### src/rtl/seg_disp_sched.sv
// Display scheduler for the 8-digit seven-segment driver: live value with blink, timed messages, blank gap.
// Latency: one sclk from inputs/next state to dig_*; msg_ready low only while the post-message blank runs.
// Optional leading-zero blanking of the live value is enabled by defining SEG_LZ_BLANK_EN.
module seg_disp_sched #(
    parameter int CLK_PER_MS  = 50000,
    parameter int MSG_HOLD_MS = 2000,
    parameter int BLINK_MS    = 500
) (
    input  logic        sclk,
    input  logic        nrst,
    input  logic [31:0] live_data,
    input  logic [7:0]  blink_mask,
    input  logic [31:0] msg_data,
    input  logic        msg_valid,
    output logic        msg_ready,
    output logic        msg_busy,
    output logic [3:0]  dig_7,
    output logic [3:0]  dig_6,
    output logic [3:0]  dig_5,
    output logic [3:0]  dig_4,
    output logic [3:0]  dig_3,
    output logic [3:0]  dig_2,
    output logic [3:0]  dig_1,
    output logic [3:0]  dig_0
);

    localparam int PW = (CLK_PER_MS  > 1) ? $clog2(CLK_PER_MS)  : 1;
    localparam int MW = (MSG_HOLD_MS > 1) ? $clog2(MSG_HOLD_MS) : 1;
    localparam int BW = (BLINK_MS    > 1) ? $clog2(BLINK_MS)    : 1;

    localparam logic [PW-1:0] PRE_LAST   = PW'(CLK_PER_MS - 1);
    localparam logic [MW-1:0] HOLD_LAST  = MW'(MSG_HOLD_MS - 1);
    localparam logic [BW-1:0] BLINK_LAST = BW'(BLINK_MS - 1);
    localparam logic [3:0]    BLANK      = 4'hA;

    typedef enum logic [1:0] {
        ST_LIVE  = 2'd0,
        ST_MSG   = 2'd1,
        ST_CLEAR = 2'd2
    } state_t;

    state_t          state_q, state_d;
    logic [PW-1:0]   pre_q, pre_d;
    logic [MW-1:0]   ms_q, ms_d;
    logic [PW-1:0]   bpre_q, bpre_d;
    logic [BW-1:0]   bms_q, bms_d;
    logic            phase_q, phase_d;
    logic [7:0][3:0] msg_buf_q, msg_buf_d;
    logic [7:0][3:0] dig_q, dig_d;
    logic            msg_ready_q, msg_ready_d;
    logic            msg_busy_q, msg_busy_d;

    logic            accept;
    logic [7:0][3:0] live_v;
    logic [7:0][3:0] live_disp;

    assign accept = msg_valid && msg_ready_q;
    assign live_v = live_data;

    // Hold/clear timer and FSM next state.
    always_comb begin
        state_d   = state_q;
        pre_d     = pre_q;
        ms_d      = ms_q;
        msg_buf_d = msg_buf_q;
        if (accept) begin
            state_d   = ST_MSG;
            pre_d     = '0;
            ms_d      = '0;
            msg_buf_d = msg_data;
        end else begin
            case (state_q)
                ST_LIVE: begin
                    pre_d = '0;
                    ms_d  = '0;
                end
                ST_MSG: begin
                    if (pre_q == PRE_LAST) begin
                        pre_d = '0;
                        if (ms_q == HOLD_LAST) begin
                            ms_d    = '0;
                            state_d = ST_CLEAR;
                        end else begin
                            ms_d = ms_q + 1'b1;
                        end
                    end else begin
                        pre_d = pre_q + 1'b1;
                    end
                end
                ST_CLEAR: begin
                    ms_d = '0;
                    if (pre_q == PRE_LAST) begin
                        pre_d   = '0;
                        state_d = ST_LIVE;
                    end else begin
                        pre_d = pre_q + 1'b1;
                    end
                end
                default: begin
                    state_d = ST_LIVE;
                    pre_d   = '0;
                    ms_d    = '0;
                end
            endcase
        end
    end

    // Free-running blink phase, independent of the FSM.
    always_comb begin
        bpre_d  = bpre_q + 1'b1;
        bms_d   = bms_q;
        phase_d = phase_q;
        if (bpre_q == PRE_LAST) begin
            bpre_d = '0;
            if (bms_q == BLINK_LAST) begin
                bms_d   = '0;
                phase_d = ~phase_q;
            end else begin
                bms_d = bms_q + 1'b1;
            end
        end
    end

`ifdef SEG_LZ_BLANK_EN
    logic lz_run;
    always_comb begin
        lz_run    = 1'b1;
        live_disp = live_v;
        for (int i = 7; i >= 1; i--) begin
            if (lz_run && (live_v[i] == 4'h0)) begin
                live_disp[i] = BLANK;
            end else begin
                lz_run = 1'b0;
            end
        end
    end
`else
    always_comb begin
        live_disp = live_v;
    end
`endif

    // Outputs track the state being entered so data and msg_busy change on the same edge.
    always_comb begin
        dig_d       = '0;
        msg_ready_d = (state_d != ST_CLEAR);
        msg_busy_d  = (state_d == ST_MSG);
        for (int i = 0; i < 8; i++) begin
            case (state_d)
                ST_LIVE: dig_d[i] = (blink_mask[i] && phase_d) ? BLANK : live_disp[i];
                ST_MSG:  dig_d[i] = msg_buf_d[i];
                default: dig_d[i] = BLANK;
            endcase
        end
    end

    always_ff @(posedge sclk or negedge nrst) begin
        if (!nrst) begin
            state_q     <= ST_LIVE;
            pre_q       <= '0;
            ms_q        <= '0;
            bpre_q      <= '0;
            bms_q       <= '0;
            phase_q     <= 1'b0;
            msg_buf_q   <= {8{BLANK}};
            dig_q       <= {8{BLANK}};
            msg_ready_q <= 1'b0;
            msg_busy_q  <= 1'b0;
        end else begin
            state_q     <= state_d;
            pre_q       <= pre_d;
            ms_q        <= ms_d;
            bpre_q      <= bpre_d;
            bms_q       <= bms_d;
            phase_q     <= phase_d;
            msg_buf_q   <= msg_buf_d;
            dig_q       <= dig_d;
            msg_ready_q <= msg_ready_d;
            msg_busy_q  <= msg_busy_d;
        end
    end

    assign msg_ready = msg_ready_q;
    assign msg_busy  = msg_busy_q;
    assign dig_7     = dig_q[7];
    assign dig_6     = dig_q[6];
    assign dig_5     = dig_q[5];
    assign dig_4     = dig_q[4];
    assign dig_3     = dig_q[3];
    assign dig_2     = dig_q[2];
    assign dig_1     = dig_q[1];
    assign dig_0     = dig_q[0];

endmodule

### config.mk
export PLATFORM = sky130hd
export DESIGN_NAME = seg_disp_sched
export DESIGN_NICKNAME = d
export VERILOG_FILES = /design/src/rtl/seg_disp_sched.sv
export SDC_FILE = /design/constraint.sdc
export NUM_CORES = 1
export LEC_CHECK = 0
export BUFFER_PORTS_ARGS = -buffer_cell sky130_fd_sc_hd__buf_2
export CAP_MARGIN = 20
export CORE_ASPECT_RATIO = 1.75
export CORE_UTILIZATION = 50
export DETAILED_ROUTE_END_ITERATION = 10
export GPL_TIMING_DRIVEN = 0
export PLACE_DENSITY = 0.73
export SLEW_MARGIN = 20
export SYNTH_ARGS = -nofsm -noshare
export SYNTH_HDL_FRONTEND = slang
export SYNTH_SLANG_ARGS = --single-unit
### constraint.sdc
create_clock -name sclk -period 5.34 [get_ports sclk]
set_input_delay 0.267 -clock sclk [delete_from_list [all_inputs] [get_ports sclk]]
set_output_delay 0.267 -clock sclk [all_outputs]
set_load 0.005 [all_outputs]
==> impl_metrics.json, run 1 <==
{
  "outcome": "finished clean",
  "core_um2": 10700,
  "critical_path_class": "reg2reg",
  "cts_root_buf": "clkbuf_16",
  "crit_path_top_delay_cell": "a311oi_4",
  "cts_buffers": 17,
  "cp-end-kind": "flop",
  "drc": 0,
  "min_period_ps": 2980,
  "ys.flop_type": "dfrtp_1",
  "fmax_mhz": 336,
  "setup_violations": 0,
  "antenna_cells": 0,
  "fillCellCount": 831,
  "cp.arrival_ps": 3290,
  "drv_cap": 0,
  "drt_iter0_drc": 209,
  "synth-seq-area-share": 0.559,
  "cp-start-kind": "flop",
  "r2r-start": "pre_q[0]",
  "timing.final.ws_setup_ps": 2360,
  "cp_cell_sequence": "ha_1 > and3_1 > nand4_2 > a31o_1 > a311oi_4 > inv_2 > clkbuf_1 > a211oi_1 > o21ai_0",
  "dp_slack_ps": 2350,
  "r2r_setup_slack_ps": 2360,
  "setup.worst_path.end": "dig_7[1]",
  "cts_resized": 0,
  "vias": 4204,
  "rows": 50,
  "wl_per_cell_um": 16.7,
  "overflow": 0,
  "htreeDepth": 4,
  "antenna_found_initial": 0,
  "io_buffers": 108,
  "gr-usage-met1": 0.271,
  "start_util": 0.513,
  "hold_class": "in2reg",
  "ant_nets": 0,
  "rsz0062_at_grt": "no",
  "drt_wl_total_um": 13000,
  "setup_tns_ps": 0,
  "synthCells": 506,
  "insertion_delay_ps": 410,
  "crit_required_ps": 5650,
  "cts_buffer_depth": 2,
  "dp_hpwl_um": 9210,
  "dr.pass1.iters": 4,
  "layout-drive-gt1-share": 0.341,
  "synth.distinct_cells": 42,
  "timing.slew.headroom": 0.529,
  "finalPower_mw": 2.53,
  "fin_crit_sh": 0.558,
  "reg2reg_to": "dig_7[1]",
  "met3_usage": 0.0680,
  "tightestPinTransition_ps": 707,
  "nNetsFinal": 718,
  "vias_per_cell": 5.40,
  "p_per_area_nw_per_um2": 369,
  "grt_pass1_wl_um": 21100,
  "clk_pin_slew_worst_paths_ps": 60,
  "die-area_um2": 11400,
  "track_usage": 0.247,
  "grt_pass1_vias": 4484,
  "ir_worst_vdd_uv": 271,
  "slowest_delay_ps": 530,
  "skew_ps": 9.67,
  "io_pins": 109,
  "syn-num-nets": 589,
  "cts.sinks": 121,
  "synth_seq_cells": 121,
  "cts_tree": "built",
  "p_leak_nw": 3.15,
  "die_w_um": 81.2,
  "die_h_um": 141,
  "ys_warn_count": 0,
  "syn_area_per_cell_um2": 10.9,
  "top_usage_layer": "met2",
  "gp_congestion": 0.827,
  "holdPathStages": 2,
  "async_reset_ff_frac": 1.00,
  "hold_viol_final": 0,
  "synth-edff-count": 0,
  "rr_worst_depth": 9,
  "use_met2": 0.440,
  "crit_fanout": 10,
  "grt_start_max_net_pins": 69,
  "syn_area_um2": 5490,
  "startpoint": "pre_q[0]",
  "report.final.slew_viol_count": 0,
  "area_growth_pct": 24.8
}
state kept, by name, indices dropped and copies added (netlist names):
name / flops
state_q: 2
dig_7: 4
dig_4: 4
dig_2: 4
msg_buf_q: 32
dig_3: 4
dig_6: 4
phase_q: 1
ms_q: 11
dig_1: 4
dig_5: 4
pre_q: 16
msg_ready: 1
dig_0: 4
msg_busy: 1
bms_q: 9
bpre_q: 16
final cells by class:
type | count | area [um2] | area share
clock buffer | 19 | 443 | 0.0646
tap | 130 | 163 | 0.0237
timing repair buffer | 110 | 584 | 0.0853
sequential | 121 | 3070 | 0.448
buffer | 19 | 90.1 | 0.0131
multi-input combinational | 339 | 2230 | 0.326
clock inverter | 13 | 170 | 0.0248
inverter | 27 | 101 | 0.0148
report_power, final:
group,switching (mW),internal [mW]
clock network,0.423,0.750
registers,0.0289,1.03
logic,0.162,0.133
total,0.614,1.91
cells in the mapped netlist, drive strengths merged (6+ instances only):
| cell | count | area share |
|---|---|---|
| nor2 | 66 | 0.045 |
| xor2 | 23 | 0.037 |
| nand4 | 7 | 0.0091 |
| ha | 8 | 0.018 |
| a211o | 18 | 0.029 |
| o21ai | 25 | 0.023 |
| mux2 | 35 | 0.072 |
| a21oi | 18 | 0.016 |
| nor2b | 6 | 0.0068 |
| dfrtp | 89 | 0.41 |
| inv | 26 | 0.018 |
| xnor2 | 14 | 0.022 |
| nand3 | 24 | 0.022 |
| a211oi | 16 | 0.022 |
| nand2 | 37 | 0.025 |
| clkbuf | 14 | 0.0096 |
| dfstp | 32 | 0.15 |
worst min path at each step:
stage | slack (ps) | end | startpoint
finish | 100 | msg_buf_q[0] | msg_data[0]
CTS | 90 | msg_buf_q[22] | msg_data[22]
global route | 100 | msg_buf_q[0] | msg_data[0]
detailed placement | 260 | msg_buf_q[16] | nrst
floorplan | -30 | bms_q[0] | nrst
global placement | 460 | bms_q[7] | bms_q[7]
per-stage QoR:
step                      std cells  hold slack (ps)  utilization  area (um2)
final                           778              103        0.641        6850
after detailed placement        745              257        0.582        6230
after global placement          744              464        0.579        6200
after CTS                       778             93.8        0.641        6850
after global routing            778             97.5        0.641        6850
after floorplan                 506            -28.6            -        5490
timing repair:
| action | in CTS | in global routing |
|---|---|---|
| hold endpoints to repair | 41 | 0 |
| setup endpoints to repair | 0 | 0 |
| hold buffers | 1 | 0 |
| buffers inserted | 0 | 0 |
per-layer routing:
metal	share of wire	wire [um]
met3	0.050	642
met2	0.56	7210
met4	0.016	212
met1	0.38	4910
met5	0	0
critical path: cells and delay by family, from the launching register on:
family / cells / cell delay [ps]
AO/OA/AOI/OAI: 4 / 1340
AND/OR/NAND/NOR: 2 / 500
flip-flops: 1 / 410
buffers and inverters: 2 / 400
adder cells (fa/ha/maj): 1 / 220
logic make-up after synthesis:
group / Yosys count / share of synthesized area
AOI/OAI and AO/OA: 85 / 0.104
xor gates and xnor gates: 37 / 0.0590
adders and majority gates: 8 / 0.0182
buffers and inverters: 46 / 0.0348
DFF: 121 / 0.559
muxes: 35 / 0.0718
and+or+nand+nor: 174 / 0.154
layout by cell type (no fill, tap or decap), types with 2 or more instances in the layout:
cell type,n
a211o_1,18
a211oi_1,16
a21oi_1,18
and2_1,4
and3_1,5
and4_1,2
buf_2,110
buf_6,3
bufinv_16,3
clkbuf_1,15
clkbuf_16,17
clkinv_4,4
clkinvlp_4,3
dfrtp_1,89
dfstp_2,32
ha_1,8
inv_1,25
inv_6,2
mux2_2,35
nand2_1,37
nand2b_1,2
nand3_1,24
nand4_1,6
nor2_1,66
nor2b_1,6
nor3_1,4
nor4_1,3
nor4b_1,2
nor4b_2,2
nor4bb_1,2
o21ai_0,21
o21ai_1,4
o31ai_1,4
or2_2,4
xnor2_1,14
xor2_1,23
(Power assumes the default switching activity.)
==> inputs of run 2 (changes only) <==
- clock period: 5.34 -> 2.9 ns (I/O delays scaled with it)
==> impl_metrics.json, run 2 (synthesis results as in run 1) <==
{
  "core_um2": 10700,
  "hold_class": "in2reg",
  "antenna_cells": 0,
  "insertion_delay_ps": 410,
  "cts_root_buf": "clkbuf_16",
  "skew_ps": 9.39,
  "area_growth_pct": 31.4,
  "clockPowerShare": 0.459,
  "setup_violations": 0,
  "drv_cap": 0,
  "gp_congestion": 0.827,
  "final_cell_mix": "buf_2 (109), dfrtp_1 (89), nor2_1 (66), nand2_1 (37), mux2_2 (35)",
  "seqPwrFrac": 0.414,
  "htreeDepth": 4,
  "die_h_um": 141,
  "grt_start_max_net_pins": 69,
  "regArea_um2": 3070,
  "crit_required_ps": 3210,
  "cts.sinks": 121,
  "ir_worst_vdd_uv": 489,
  "cp.arrival_ps": 2970,
  "io_pins": 109,
  "slowest_delay_ps": 480,
  "crit_family": "compound AO/OA/AOI/OAI gates",
  "cp_cell_sequence": "ha_1 > and3_1 > nand4_4 > a31o_1 > a311oi_4 > clkbuf_1 > nor2_1 > o21ai_0",
  "die_w_um": 81.2,
  "antenna_found_initial": 0,
  "dr.pass1.iters": 5,
  "pwr-share-comb": 0.127,
  "drc": 0,
  "rows": 50,
  "crit_path_top_delay_cell": "clkbuf_1",
  "critical_path_class": "reg2reg",
  "p_leak_nw": 3.31,
  "fillCellCount": 785,
  "placedCellCount": 745,
  "rsz0062_at_grt": "no",
  "met3_usage": 0.0667,
  "p_int_mw": 3.55,
  "largest_reg_flops": 32,
  "gr-usage-met1": 0.281,
  "hold_viol_final": 0,
  "nNetsFinal": 752,
  "fin_crit_sh": 0.917,
  "clk_pin_slew_worst_paths_ps": 50,
  "outcome": "finished clean",
  "p_per_area_nw_per_um2": 651,
  "crit_fanout": 10,
  "worst-path-buf-inv": 1,
  "top_regs": "msg_buf_q (32), bpre_q (16), pre_q (16)",
  "vias_per_cell": 5.45,
  "overflow": 0,
  "cp-end-kind": "flop",
  "grt_pass1_vias": 4742,
  "final_cell_count_no_fill": 812,
  "top_usage_layer": "met2",
  "drt_wl_total_um": 13700,
  "whs_ps": 13.8,
  "layout-drive-gt1-share": 0.339,
  "multi_input_area_um2": 2260,
  "p_sw_frac": 0.243,
  "track_usage": 0.260,
  "switching_power_mw": 1.14,
  "tightestPinTransition_ps": 694,
  "start_util": 0.513,
  "wl_per_cell_um": 16.9,
  "cts_buffer_depth": 2,
  "rr_worst_depth": 8,
  "worst-path-stages": 8,
  "use_met2": 0.461,
  "min_period_ps": 2660,
  "cts_buffers": 17,
  "timing.slew.headroom": 0.538,
  "ant_nets": 0,
  "io_buffers": 108,
  "cts_tree": "built",
  "final_common_cell": "buf_2",
  "cp-start-kind": "flop",
  "top_register": "msg_buf_q",
  "grt_pass1_wl_um": 22200,
  "fmax_mhz": 376,
  "die-area_um2": 11400,
  "report.final.slew_viol_count": 0,
  "holdPathStages": 2,
  "drt_iter0_drc": 230,
  "vias": 4429,
  "dp_hpwl_um": 9210
}
run 2: worst paths after layout:
kind                               from       endpoint  slack, ps
min                        msg_data[15]  msg_buf_q[15]         10
max                            pre_q[0]       dig_5[1]        240
max in group asynchronous          nrst       dig_5[3]       1870
min in group asynchronous          nrst   msg_buf_q[0]        270
max reg2reg                    pre_q[0]       dig_5[1]        240
min reg2reg                   bpre_q[0]      bpre_q[0]        490
run 2: layout make-up:
| class | instances | share of cell area |
|---|---|---|
| multi-input cells | 339 | 0.312 |
| inverters | 27 | 0.0146 |
| well taps | 130 | 0.0225 |
| clock buffers | 19 | 0.0614 |
| clock inverters | 13 | 0.0236 |
| flip-flops and latches | 121 | 0.425 |
| repair buffers | 144 | 0.127 |
| plain buffers | 19 | 0.0135 |
run 2: layer usage:
layer  up-vias  routed length [um]
met5         -                   0
met1      2182                5110
met2       157                7590
met3        27                 635
met4         0                 380
li1       2063                   -
run 2: power by group through the flow:
stage	Sequential, mW	Combinational, mW	Clock (mW)
finish	1.95	0.595	2.16
global route	1.96	0.652	2.26
CTS	1.95	0.588	2.19
detailed placement	1.97	0.544	0
global placement	1.96	0.519	0
floorplan	1.98	0.259	0
run 2: what timing repair did:
action,CTS,global route
hold endpoints to repair,72,0
hold buffers,32,0
endpoints found under the setup margin,8,29
buffers inserted,2,1
pin swaps,1,1
resized for setup,0,13
run 2: through the flow:
step                instance area (um2)   util  setup TNS (ps)  power, mW  setup WS [ps]
floorplan                          5490      -               0       2.23            531
global placement                   6200  0.579           -17.8       2.48          -17.8
detailed placement                 6230  0.582            -226       2.51          -93.4
CTS                                7180  0.671               0       4.72           49.8
global route                       7220  0.675               0       4.87           59.2
finish                             7220  0.675               0       4.70            240
